<file path="config.mk">
export PLATFORM = sky130hd
export DESIGN_NAME = uart_program_loader_flat
export DESIGN_NICKNAME = d
export VERILOG_FILES = /design/src/rtl/uart_program_loader_if.sv /design/src/rtl/uart_program_loader.sv /design/src/flat_wrapper.sv
export SDC_FILE = /design/constraint.sdc
export NUM_CORES = 1
export LEC_CHECK = 0
export CORE_AREA = 3 3 130 132
export DETAILED_ROUTE_END_ITERATION = 8
export DIE_AREA = 0 0 133 135
export PLACE_DENSITY = 0.79
export SLEW_MARGIN = 10
export SYNTH_ARGS = -nofsm -noshare
export SYNTH_HDL_FRONTEND = slang
export SYNTH_SLANG_ARGS = --single-unit
</file>
<file path="constraint.sdc">
create_clock -name clk_i -period 2.2 [get_ports clk_i]
set_input_delay 0.33 -clock clk_i [delete_from_list [all_inputs] [get_ports clk_i]]
set_output_delay 0.33 -clock clk_i [all_outputs]
set_load 0.02 [all_outputs]
</file>
<file path="src/rtl/uart_program_loader_if.sv">
// Main-memory write port of the UART program loader: request/address/data out, ready back.
interface uart_program_loader_if #(
  parameter int unsigned ADDR_W = 32,
  parameter int unsigned DATA_W = 32
);
  logic              mem_req_o;
  logic [ADDR_W-1:0] mem_addr_o;
  logic [DATA_W-1:0] mem_wdata_o;
  logic              mem_ready_i;

  modport master (output mem_req_o, output mem_addr_o, output mem_wdata_o, input mem_ready_i);
  modport slave  (input mem_req_o, input mem_addr_o, input mem_wdata_o, output mem_ready_i);
endinterface

</file>
<file path="src/rtl/uart_program_loader.sv">
// Loads a framed program image from a UART line into memory; write issued 1 cycle after a word completes.
// One-word holding register; a word completing while it is still blocked is dropped (overrun). Option: LOADER_CHECKSUM_EN.
module uart_program_loader #(
  parameter int unsigned       BAUD_DIV  = 868,
  parameter int unsigned       ADDR_W    = 32,
  parameter int unsigned       DATA_W    = 32,
  parameter logic [ADDR_W-1:0] BASE_ADDR = 32'h4000_0000,
  parameter int unsigned       LEN_W     = 16,
  parameter logic [7:0]        HDR_BYTE  = 8'hA5
) (
  input  logic                 clk_i,
  input  logic                 rst_ni,
  input  logic                 program_rx_i,
  output logic                 prog_mode_o,
  output logic                 core_rst_no,
  uart_program_loader_if.master mem,
  output logic                 err_o,
  output logic [LEN_W-1:0]     words_o
);
  localparam int unsigned BYTES  = DATA_W / 8;
  localparam int unsigned BCNT_W = (BYTES > 1) ? $clog2(BYTES) : 1;
  localparam int unsigned CNT_W  = $clog2(BAUD_DIV + 1);
  localparam logic [CNT_W-1:0]  FULL_LAST = CNT_W'(BAUD_DIV - 1);
  localparam logic [CNT_W-1:0]  HALF_LAST = CNT_W'(BAUD_DIV / 2 - 1);
  localparam logic [BCNT_W-1:0] LAST_BYTE = BCNT_W'(BYTES - 1);

  typedef enum logic [1:0] {RX_IDLE, RX_START, RX_DATA, RX_STOP} rx_state_t;
  typedef enum logic [2:0] {
    L_IDLE, L_LEN0, L_LEN1, L_DATA,
`ifdef LOADER_CHECKSUM_EN
    L_CSUM,
`endif
    L_DRAIN
  } ld_state_t;

`ifdef LOADER_CHECKSUM_EN
  localparam ld_state_t L_TAIL = L_CSUM;
`else
  localparam ld_state_t L_TAIL = L_DRAIN;
`endif

  // UART receiver
  logic             rx_meta, rx_sync, rx_prev;
  rx_state_t        rx_state;
  logic [CNT_W-1:0] baud_cnt;
  logic [2:0]       bit_idx;
  logic [7:0]       rx_sr, rx_byte;
  logic             rx_vld, rx_ferr;

  always_ff @(posedge clk_i or negedge rst_ni) begin
    if (!rst_ni) begin
      rx_meta <= 1'b1;
      rx_sync <= 1'b1;
      rx_prev <= 1'b1;
    end else begin
      rx_meta <= program_rx_i;
      rx_sync <= rx_meta;
      rx_prev <= rx_sync;
    end
  end

  always_ff @(posedge clk_i or negedge rst_ni) begin
    if (!rst_ni) begin
      rx_state <= RX_IDLE;
      baud_cnt <= '0;
      bit_idx  <= '0;
      rx_sr    <= '0;
      rx_byte  <= '0;
      rx_vld   <= 1'b0;
      rx_ferr  <= 1'b0;
    end else begin
      rx_vld  <= 1'b0;
      rx_ferr <= 1'b0;
      case (rx_state)
        RX_IDLE: begin
          baud_cnt <= '0;
          if (rx_prev && !rx_sync) rx_state <= RX_START;
        end
        RX_START: begin
          // Half a bit in: a line back high here was a glitch, not a start bit.
          if (baud_cnt == HALF_LAST) begin
            baud_cnt <= '0;
            bit_idx  <= '0;
            rx_state <= rx_sync ? RX_IDLE : RX_DATA;
          end else begin
            baud_cnt <= baud_cnt + 1'b1;
          end
        end
        RX_DATA: begin
          if (baud_cnt == FULL_LAST) begin
            baud_cnt <= '0;
            rx_sr    <= {rx_sync, rx_sr[7:1]};
            bit_idx  <= bit_idx + 3'd1;
            if (bit_idx == 3'd7) rx_state <= RX_STOP;
          end else begin
            baud_cnt <= baud_cnt + 1'b1;
          end
        end
        default: begin
          if (baud_cnt == FULL_LAST) begin
            baud_cnt <= '0;
            rx_state <= RX_IDLE;
            if (rx_sync) begin
              rx_vld  <= 1'b1;
              rx_byte <= rx_sr;
            end else begin
              rx_ferr <= 1'b1;
            end
          end else begin
            baud_cnt <= baud_cnt + 1'b1;
          end
        end
      endcase
    end
  end

  // Frame loader
  ld_state_t         ld_state;
  logic              boot_done;
  logic [7:0]        len_lo;
  logic [LEN_W-1:0]  words_left;
  logic [LEN_W-1:0]  len_rx;
  logic [BCNT_W-1:0] byte_cnt;
  logic [DATA_W-1:0] word_sr, word_next;
  logic [ADDR_W-1:0] next_addr, hold_addr;
  logic [DATA_W-1:0] hold_dat;
  logic              hold_vld;
  logic [7:0]        csum;
  logic              overrun, csum_bad, err_set, handshake;

  assign word_next = DATA_W'({rx_byte, word_sr} >> 8);
  assign len_rx    = LEN_W'({rx_byte, len_lo});
  assign handshake = hold_vld && mem.mem_ready_i;

  always_comb begin
    overrun  = (ld_state == L_DATA) && rx_vld && (byte_cnt == LAST_BYTE) && hold_vld && !mem.mem_ready_i;
    csum_bad = 1'b0;
`ifdef LOADER_CHECKSUM_EN
    csum_bad = (ld_state == L_CSUM) && rx_vld && (rx_byte != csum);
`endif
    err_set  = rx_ferr || overrun || csum_bad;
  end

  always_ff @(posedge clk_i or negedge rst_ni) begin
    if (!rst_ni) begin
      ld_state    <= L_IDLE;
      prog_mode_o <= 1'b0;
      core_rst_no <= 1'b0;
      boot_done   <= 1'b0;
      err_o       <= 1'b0;
      words_o     <= '0;
      len_lo      <= '0;
      words_left  <= '0;
      byte_cnt    <= '0;
      word_sr     <= '0;
      next_addr   <= BASE_ADDR;
      hold_vld    <= 1'b0;
      hold_addr   <= '0;
      hold_dat    <= '0;
      csum        <= '0;
    end else begin
      if (handshake) begin
        hold_vld <= 1'b0;
        words_o  <= words_o + 1'b1;
      end
      if (err_set) err_o <= 1'b1;

      case (ld_state)
        L_IDLE: begin
          if (!boot_done) begin
            core_rst_no <= 1'b1;
            boot_done   <= 1'b1;
          end
          if (rx_vld && rx_byte == HDR_BYTE) begin
            ld_state    <= L_LEN0;
            prog_mode_o <= 1'b1;
            core_rst_no <= 1'b0;
            boot_done   <= 1'b1;
            err_o       <= 1'b0;
            words_o     <= '0;
            byte_cnt    <= '0;
            next_addr   <= BASE_ADDR;
            csum        <= '0;
          end
        end
        L_LEN0: begin
          if (rx_vld) begin
            len_lo   <= rx_byte;
            ld_state <= L_LEN1;
          end
        end
        L_LEN1: begin
          if (rx_vld) begin
            words_left <= len_rx;
            ld_state   <= (len_rx == '0) ? L_TAIL : L_DATA;
          end
        end
        L_DATA: begin
          if (rx_vld) begin
            csum    <= csum ^ rx_byte;
            word_sr <= word_next;
            if (byte_cnt == LAST_BYTE) begin
              byte_cnt   <= '0;
              next_addr  <= next_addr + ADDR_W'(BYTES);
              words_left <= words_left - 1'b1;
              // A word leaving this cycle frees the holding register for the new one.
              if (!hold_vld || mem.mem_ready_i) begin
                hold_vld  <= 1'b1;
                hold_addr <= next_addr;
                hold_dat  <= word_next;
              end
              if (words_left == LEN_W'(1)) ld_state <= L_TAIL;
            end else begin
              byte_cnt <= byte_cnt + 1'b1;
            end
          end
        end
`ifdef LOADER_CHECKSUM_EN
        L_CSUM: begin
          if (rx_vld) ld_state <= L_DRAIN;
        end
`endif
        default: begin
          if (!hold_vld) begin
            ld_state    <= L_IDLE;
            prog_mode_o <= 1'b0;
            core_rst_no <= !(err_o || err_set);
          end
        end
      endcase
    end
  end

  assign mem.mem_req_o   = hold_vld;
  assign mem.mem_addr_o  = hold_addr;
  assign mem.mem_wdata_o = hold_dat;
endmodule
</file>
<file path="src/flat_wrapper.sv">
// flat-port wrapper written by rule: the top's interface ports become plain ports
module uart_program_loader_flat 
#(
  parameter int unsigned       BAUD_DIV  = 868,
  parameter int unsigned       ADDR_W    = 32,
  parameter int unsigned       DATA_W    = 32,
  parameter logic [ADDR_W-1:0] BASE_ADDR = 32'h4000_0000,
  parameter int unsigned       LEN_W     = 16,
  parameter logic [7:0]        HDR_BYTE  = 8'hA5
)
  (clk_i, rst_ni, program_rx_i, prog_mode_o, core_rst_no, err_o, words_o, mem_mem_req_o, mem_mem_addr_o, mem_mem_wdata_o, mem_mem_ready_i);
  uart_program_loader_if #(.ADDR_W(ADDR_W), .DATA_W(DATA_W)) mem_i ();
  input  logic clk_i;
  input  logic rst_ni;
  input  logic program_rx_i;
  output logic prog_mode_o;
  output logic core_rst_no;
  output logic err_o;
  output logic [LEN_W-1:0] words_o;
  output wire logic [$bits(mem_i.mem_req_o)-1:0] mem_mem_req_o;
  output wire logic [$bits(mem_i.mem_addr_o)-1:0] mem_mem_addr_o;
  output wire logic [$bits(mem_i.mem_wdata_o)-1:0] mem_mem_wdata_o;
  input wire logic [$bits(mem_i.mem_ready_i)-1:0] mem_mem_ready_i;
  assign mem_mem_req_o = mem_i.mem_req_o;
  assign mem_mem_addr_o = mem_i.mem_addr_o;
  assign mem_mem_wdata_o = mem_i.mem_wdata_o;
  assign mem_i.mem_ready_i = mem_mem_ready_i;
  uart_program_loader #(.BAUD_DIV(BAUD_DIV), .ADDR_W(ADDR_W), .DATA_W(DATA_W), .BASE_ADDR(BASE_ADDR), .LEN_W(LEN_W), .HDR_BYTE(HDR_BYTE)) u_core (.clk_i(clk_i), .rst_ni(rst_ni), .program_rx_i(program_rx_i), .prog_mode_o(prog_mode_o), .core_rst_no(core_rst_no), .mem(mem_i), .err_o(err_o), .words_o(words_o));
endmodule
</file>
==> results_dict.tcl, run 1 <==
set metrics [dict create \
    skew_ns 0.0130 \
    end_kind "flop" \
    cts_sinks 202 \
    yosysWarnings 0 \
    ys_ff_latch 202 \
    worst-path-buf-inv 1 \
    cpPeakStageDelay_ns 0.54 \
    routedLengthMet1_mm 7.93 \
    drc_errors 0 \
    crit_required_ns 2.61 \
    p_comb_frac 0.053 \
    die_h_um 135 \
    post-synth-top-count-cell "dfrtp_1" \
    wl_met3_um 592 \
    cts-root-buf "clkbuf_16" \
    wl_met2_mm 9.29 \
    power.total_mw 7.62 \
    synthFlopType "dfrtp_1" \
    initial_core_util 0.569 \
    io_pins 88 \
    synth_cell_types 64 \
    antenna_left 0 \
    dr.max_layer_used "met4" \
    clkPwrFrac 0.446 \
    intPower_mw 5.94 \
    synthDominantCellAreaShare 0.550 \
    via_per_inst 5.52 \
    cts_inserted_buffers 21 \
    cap_violations 0 \
    synth-seq-area-share 0.562 \
    arrival_ns 2.45 \
    drive_gt1_frac 0.187 \
    post_cts_buffers 0 \
    wl_per_cell_um 15.9 \
    cp_max_fo 6 \
    finalSetupTns_ns 0 \
    area_growth_pct 21.3 \
    switching_share 0.220 \
    relSlewSlack 0.646 \
    diodes 0 \
    avgSynthCellArea_um2 11.1 \
    crit_chain "inv_1 -> ha_1 -> or3b_2 -> nor3_2 -> a21oi_1 -> nor2_1 -> a2bb2oi_1" \
    cts_max_path_buffers 3 \
    die_w_um 133 \
    period_minus_slack_ns 2.04 \
    gp_congestion 0.845 \
    synth_top_area_cell "dfrtp_1" \
    fin_util 0.691 \
    grt_pass1_wl_mm 30.5 \
    worst_slew_pin_slew_ns 0.527 \
    pwr_density_cell_nw_per_um2 697 \
    grt_use_total 0.203 \
    cp_slowest_cell "or3b_2" \
    clk_pin_slew_ns 0.07 \
    dpl.hpwl_mm 12.4 \
    drtIter0Drc 358 \
    clk_latency_ns 0.49 \
    fmax_mhz 491 \
    port_buffers 85 \
    sequentialPowerShare 0.501 \
    hold_viol_final 0 \
    drv_slew 0 \
    setup_viol 0 \
    firstDrtPassIters 5 \
    synth_edf_count 0 \
    htreeDepth 1 \
    synth_area_um2 9010 \
    leakage_nw 5.25 \
    crit_family "simple AND/OR/NAND/NOR gates" \
    critical_path_class "reg2reg" \
    period_share 0.926 \
    antenna_found_initial 0 \
    vias 6311 \
    grt_max_degree 55 \
    fin_hold_ws_ns 0.257 \
    status "completed" \
    dieArea_um2 18000 \
    finalNetCount 932 \
    synth_common_cells "198 x dfrtp_1, 120 x nand2_1, 80 x mux2_2, 73 x nor2_1" \
    core_um2 15800 \
    synthTopCellsByArea "dfrtp_1 55%, mux2_2 10%, nand2_1 5.0%" \
    synth_cells 810 \
    vdd_ir_drop_max_mv 0.557 \
    switchingPower_mw 1.68 \
    cts_tree "yes" \
    dp.cells 1107 \
    grt_pass1_vias 6104 \
    routed_wl_mm 18.2 \
    crit_path_start_kind "flop" \
    ys_async_sr_fraction 1.00 \
    rows 46 \
    fillers 1162 \
    rsz0062_at_grt "no" \
    holdCritPathClass "in2reg" \
    fin_cells 1143 \
    overflow 0 \
]
## power groups by stage
stage / Clock, mW / Combinational, mW / Sequential (mW)
detailed placement: 0 / 0.402 / 3.89
finish: 3.39 / 0.405 / 3.82
global placement: 0 / 0.392 / 3.88
floorplan: 0 / 0.229 / 3.88
CTS: 3.49 / 0.411 / 3.82
global route: 3.64 / 0.453 / 3.82
## logic make-up after synthesis
| group | count (synthesis) | synth area share |
|---|---|---|
| and+or+nand+nor | 325 | 0.180 |
| DFF | 202 | 0.562 |
| muxes | 88 | 0.109 |
| AOI/OAI and AO/OA | 79 | 0.0561 |
| buffers and inverters | 53 | 0.0269 |
| xor gates and xnor gates | 49 | 0.0476 |
| adders and majority gates | 13 | 0.0181 |
| other | 1 | 0.000416 |
## metrics by stage
step	area, um2	worst slack [ns]
global placement	10200	0.215
finish	10900	0.163
detailed placement	10200	0.177
floorplan	9010	0.322
CTS	10900	0.165
global route	10900	0.0219
## path summary, 6_finish.rpt
check                                                 startpoint                              endpoint  slack [ns]  cells after the start
max in group asynchronous                                 rst_ni      u_core.next_addr[30]$_DFFE_PN1P_        1.12                      3
worst max-delay path            u_core.words_left[0]$_DFFE_PN0P_     u_core.words_left[14]$_DFFE_PN0P_        0.16                      7
worst min-delay path                                program_rx_i              u_core.rx_meta$_DFF_PN1_        0.26                      1
worst max register to register  u_core.words_left[0]$_DFFE_PN0P_     u_core.words_left[14]$_DFFE_PN0P_        0.16                      7
min in group asynchronous                                 rst_ni  u_core.mem.mem_addr_o[5]$_DFFE_PN0P_        0.35                      2
worst min register to register          u_core.rx_meta$_DFF_PN1_              u_core.rx_sync$_DFF_PN1_        0.36                      0
## per-layer routing
metal	vias up	GRT usage
met5	-	0
met4	0	0.0468
met3	32	0.0265
met2	119	0.351
met1	3146	0.276
li1	3014	-
## cell usage in the layout, fill, tap and decap left out, types with 3 or more instances in the layout
master,synthesis,final
a2bb2oi_1,4,4
a21oi_1,17,17
xnor2_1,25,25
xor2_1,24,24
nand2_1,120,119
nor2b_1,4,4
nor4_4,3,3
mux2_1,4,4
mux2i_1,4,4
nand3_1,27,27
ha_1,13,13
o31ai_1,3,3
and3_1,11,11
o21ai_0,27,27
o22ai_1,5,5
clkbuf_8,0,6
nand4_1,16,16
buf_4,3,28
nand2b_1,3,3
and4_1,6,6
and3_2,3,3
nor3_2,3,3
mux2_2,80,80
inv_1,16,16
and2_1,4,4
a22oi_1,5,5
nor3_1,21,21
buf_12,0,4
clkbuf_16,0,21
clkdlybuf4s50_1,0,84
dfrtp_1,198,197
nor2_1,73,73
nor4_1,11,11
dfstp_2,4,4
clkinv_2,0,3
## timing repair
| item | 4_1_cts | 5_1_grt |
|---|---|---|
| gates resized for setup | 0 | 1 |
| endpoints found under the hold margin | 45 | 0 |
| setup endpoints to repair | 0 | 1 |
| hold buffers | 1 | 0 |
## sequential cells by signal, summed over array words and instances (netlist names), 8 cells and up
signal,flops
u_core.len_lo,8
u_core.words_left,16
u_core.mem.mem_addr_o,30
u_core.words_o,16
u_core.next_addr,30
u_core.baud_cnt,10
u_core.rx_sr,8
u_core.word_sr,24
u_core.mem.mem_wdata_o,32
u_core.rx_byte,8
## worst reg2reg max path, cell delays in order (launching register included)
cell and delay, ns:
dfrtp_1 0.41, inv_1 0.11, ha_1 0.20, or3b_2 0.54, nor3_2 0.29, a21oi_1 0.12, nor2_1 0.12, a2bb2oi_1 0.17
## area by class of cell
class,count,area (um2),area share
well taps,216,270,0.0247
clock inverters,7,68.8,0.00630
inverters,16,60.1,0.00549
repair buffers,118,1150,0.106
clock buffers,28,602,0.0551
flip-flops and latches,202,5060,0.463
multi-input cells,556,3710,0.340
Note: power is estimated with default switching activity, not from simulation.
==> run 2, diff against run 1 <==
- ABC_CLOCK_PERIOD_IN_PS: default -> 2200
- PLACE_DENSITY: 0.79 -> 0.84
==> run 2 against run 1 <==
  * Via count increased by 1.5%
  * Routed wire length is 2.9% higher
  * Maximum frequency rose by 0.78%
  * Largest power group unchanged
  * Non-clock buffer count is 2 lower
  * Sequential power about the same
  * Critical path type is now reg2out
==> results_dict.tcl, run 2 (synthesis gave the netlist of run 1 again) <==
set metrics [dict create \
    status "completed" \
    cpPeakStageDelay_ns 0.68 \
    htreeDepth 1 \
    multiInputGateArea_um2 3720 \
    finalNetCount 930 \
    grt_pass1_wl_mm 31.8 \
    worst_slew_pin_slew_ns 0.543 \
    regArea_um2 5060 \
    dp.cells 1105 \
    rows 46 \
    skew_ns 0.0226 \
    io_pins 88 \
    dpl_cell_area_um2 10200 \
    dpl.hpwl_mm 12.7 \
    fin_cells 1144 \
    cap_violations 0 \
    drv_slew 0 \
    period_share 0.919 \
    end_kind "primary output" \
    period_minus_slack_ns 2.02 \
    drive_gt1_frac 0.188 \
    port_buffers 85 \
    cts_max_path_buffers 3 \
    overflow 0 \
    die_h_um 135 \
    fin_hold_ws_ns 0.267 \
    fmax_mhz 495 \
    dieArea_um2 18000 \
    fin_area_um2 11000 \
    pwr_density_cell_nw_per_um2 713 \
    vdd_ir_drop_max_mv 0.654 \
    crit_chain "clkdlybuf4s50_1" \
    post_cts_buffers 0 \
    cp_slowest_cell "clkdlybuf4s50_1" \
    worst-path-buf-inv 1 \
    initial_core_util 0.569 \
    hold_viol_final 0 \
    gp_congestion 0.854 \
    firstDrtPassIters 5 \
    diodes 0 \
    clk_latency_ns 0.50 \
    arrival_ns 1.69 \
    cp_max_fo 10 \
    die_w_um 133 \
    area_growth_pct 21.7 \
    grt_pass1_vias 6350 \
    core_um2 15800 \
    drc_errors 0 \
    leakage_nw 5.26 \
    via_per_inst 5.60 \
    largest_reg_flops 32 \
    cts_tree "yes" \
    cts_sinks 202 \
    routed_wl_mm 18.7 \
    relSlewSlack 0.636 \
    antenna_left 0 \
    drtIter0Drc 524 \
    setup_viol 0 \
    finalSetupTns_ns 0 \
    antenna_found_initial 0 \
    critical_path_class "reg2out" \
    crit_family "buffers and inverters" \
    layout_common_cells "198 x dfrtp_1, 119 x nand2_1, 84 x clkdlybuf4s50_1" \
    holdCritPathClass "in2reg" \
    cts-root-buf "clkbuf_16" \
    vias 6403 \
    fillers 1105 \
    clk_pin_slew_ns 0.06 \
    cts_inserted_buffers 21 \
    crit_required_ns 1.87 \
    crit_path_start_kind "flop" \
    grt_use_total 0.213 \
    final_common_cell "dfrtp_1" \
    grt_max_degree 58 \
    wl_per_cell_um 16.4 \
]
-- run 2: final cells by class --
cell class	instances	area share
clock buffer	24	0.0508
clock inverter	14	0.0143
sequential	202	0.461
inverter	16	0.00548
timing repair buffer	116	0.104
multi-input combinational	556	0.339
tap	216	0.0246
-- run 2: through the flow --
step	setup WS (ns)	power, mW	utilization
floorplan	0.322	4.11	-
global placement	0.274	4.27	0.647
detailed placement	0.177	4.28	0.647
CTS	0.162	7.91	0.692
global route	-0.00649	8.11	0.693
finish	0.178	7.82	0.693
-- run 2: worst reg2reg max path, delay by kind of cell, from the launching register on --
family | cells | cell delay (ns)
buffers and inverters | 1 | 0.11
AO/OA/AOI/OAI | 2 | 0.27
AND/OR/NAND/NOR | 3 | 0.92
adder cells (fa/ha/maj) | 1 | 0.20
flip-flops | 1 | 0.42
-- run 2: report_power, final --
part	total [mW]	internal, mW	leakage (nW)	switching (mW)
Clock	3.61	2.18	0.349	1.43
Sequential	3.82	3.77	2.78	0.0524
Combinational	0.391	0.141	2.12	0.250
-- run 2: final timing paths --
path                                                  startpoint                                     end  slack [ns]  depth (start not counted)
worst max-delay path              u_core.mem.mem_req_o$_DFF_PN0_                           mem_mem_req_o        0.18                          1
worst min-delay path                                program_rx_i                u_core.rx_meta$_DFF_PN1_        0.27                          1
worst max register to register  u_core.words_left[0]$_DFFE_PN0P_       u_core.words_left[14]$_DFFE_PN0P_        0.21                          7
worst min register to register          u_core.rx_meta$_DFF_PN1_                u_core.rx_sync$_DFF_PN1_        0.36                          0
max in group asynchronous                                 rst_ni  u_core.mem.mem_wdata_o[27]$_DFFE_PN0P_        1.16                          3
min in group asynchronous                                 rst_ni   u_core.mem.mem_addr_o[11]$_DFFE_PN0P_        0.36                          2
-- run 2: layer usage --
metal | global-route usage | vias to the layer above | part of all wire
met3 | 0.0302 | 37 | 0.039
met2 | 0.369 | 149 | 0.51
li1 | - | 3030 | -
met1 | 0.287 | 3187 | 0.43
met4 | 0.0531 | 0 | 0.023
met5 | 0 | - | 0
-- run 2: timing repair --
action | in CTS | in global routing
endpoints found under the setup margin | 0 | 1
endpoints found under the hold margin | 51 | 0
hold buffers | 1 | 0
gates resized for setup | 0 | 1
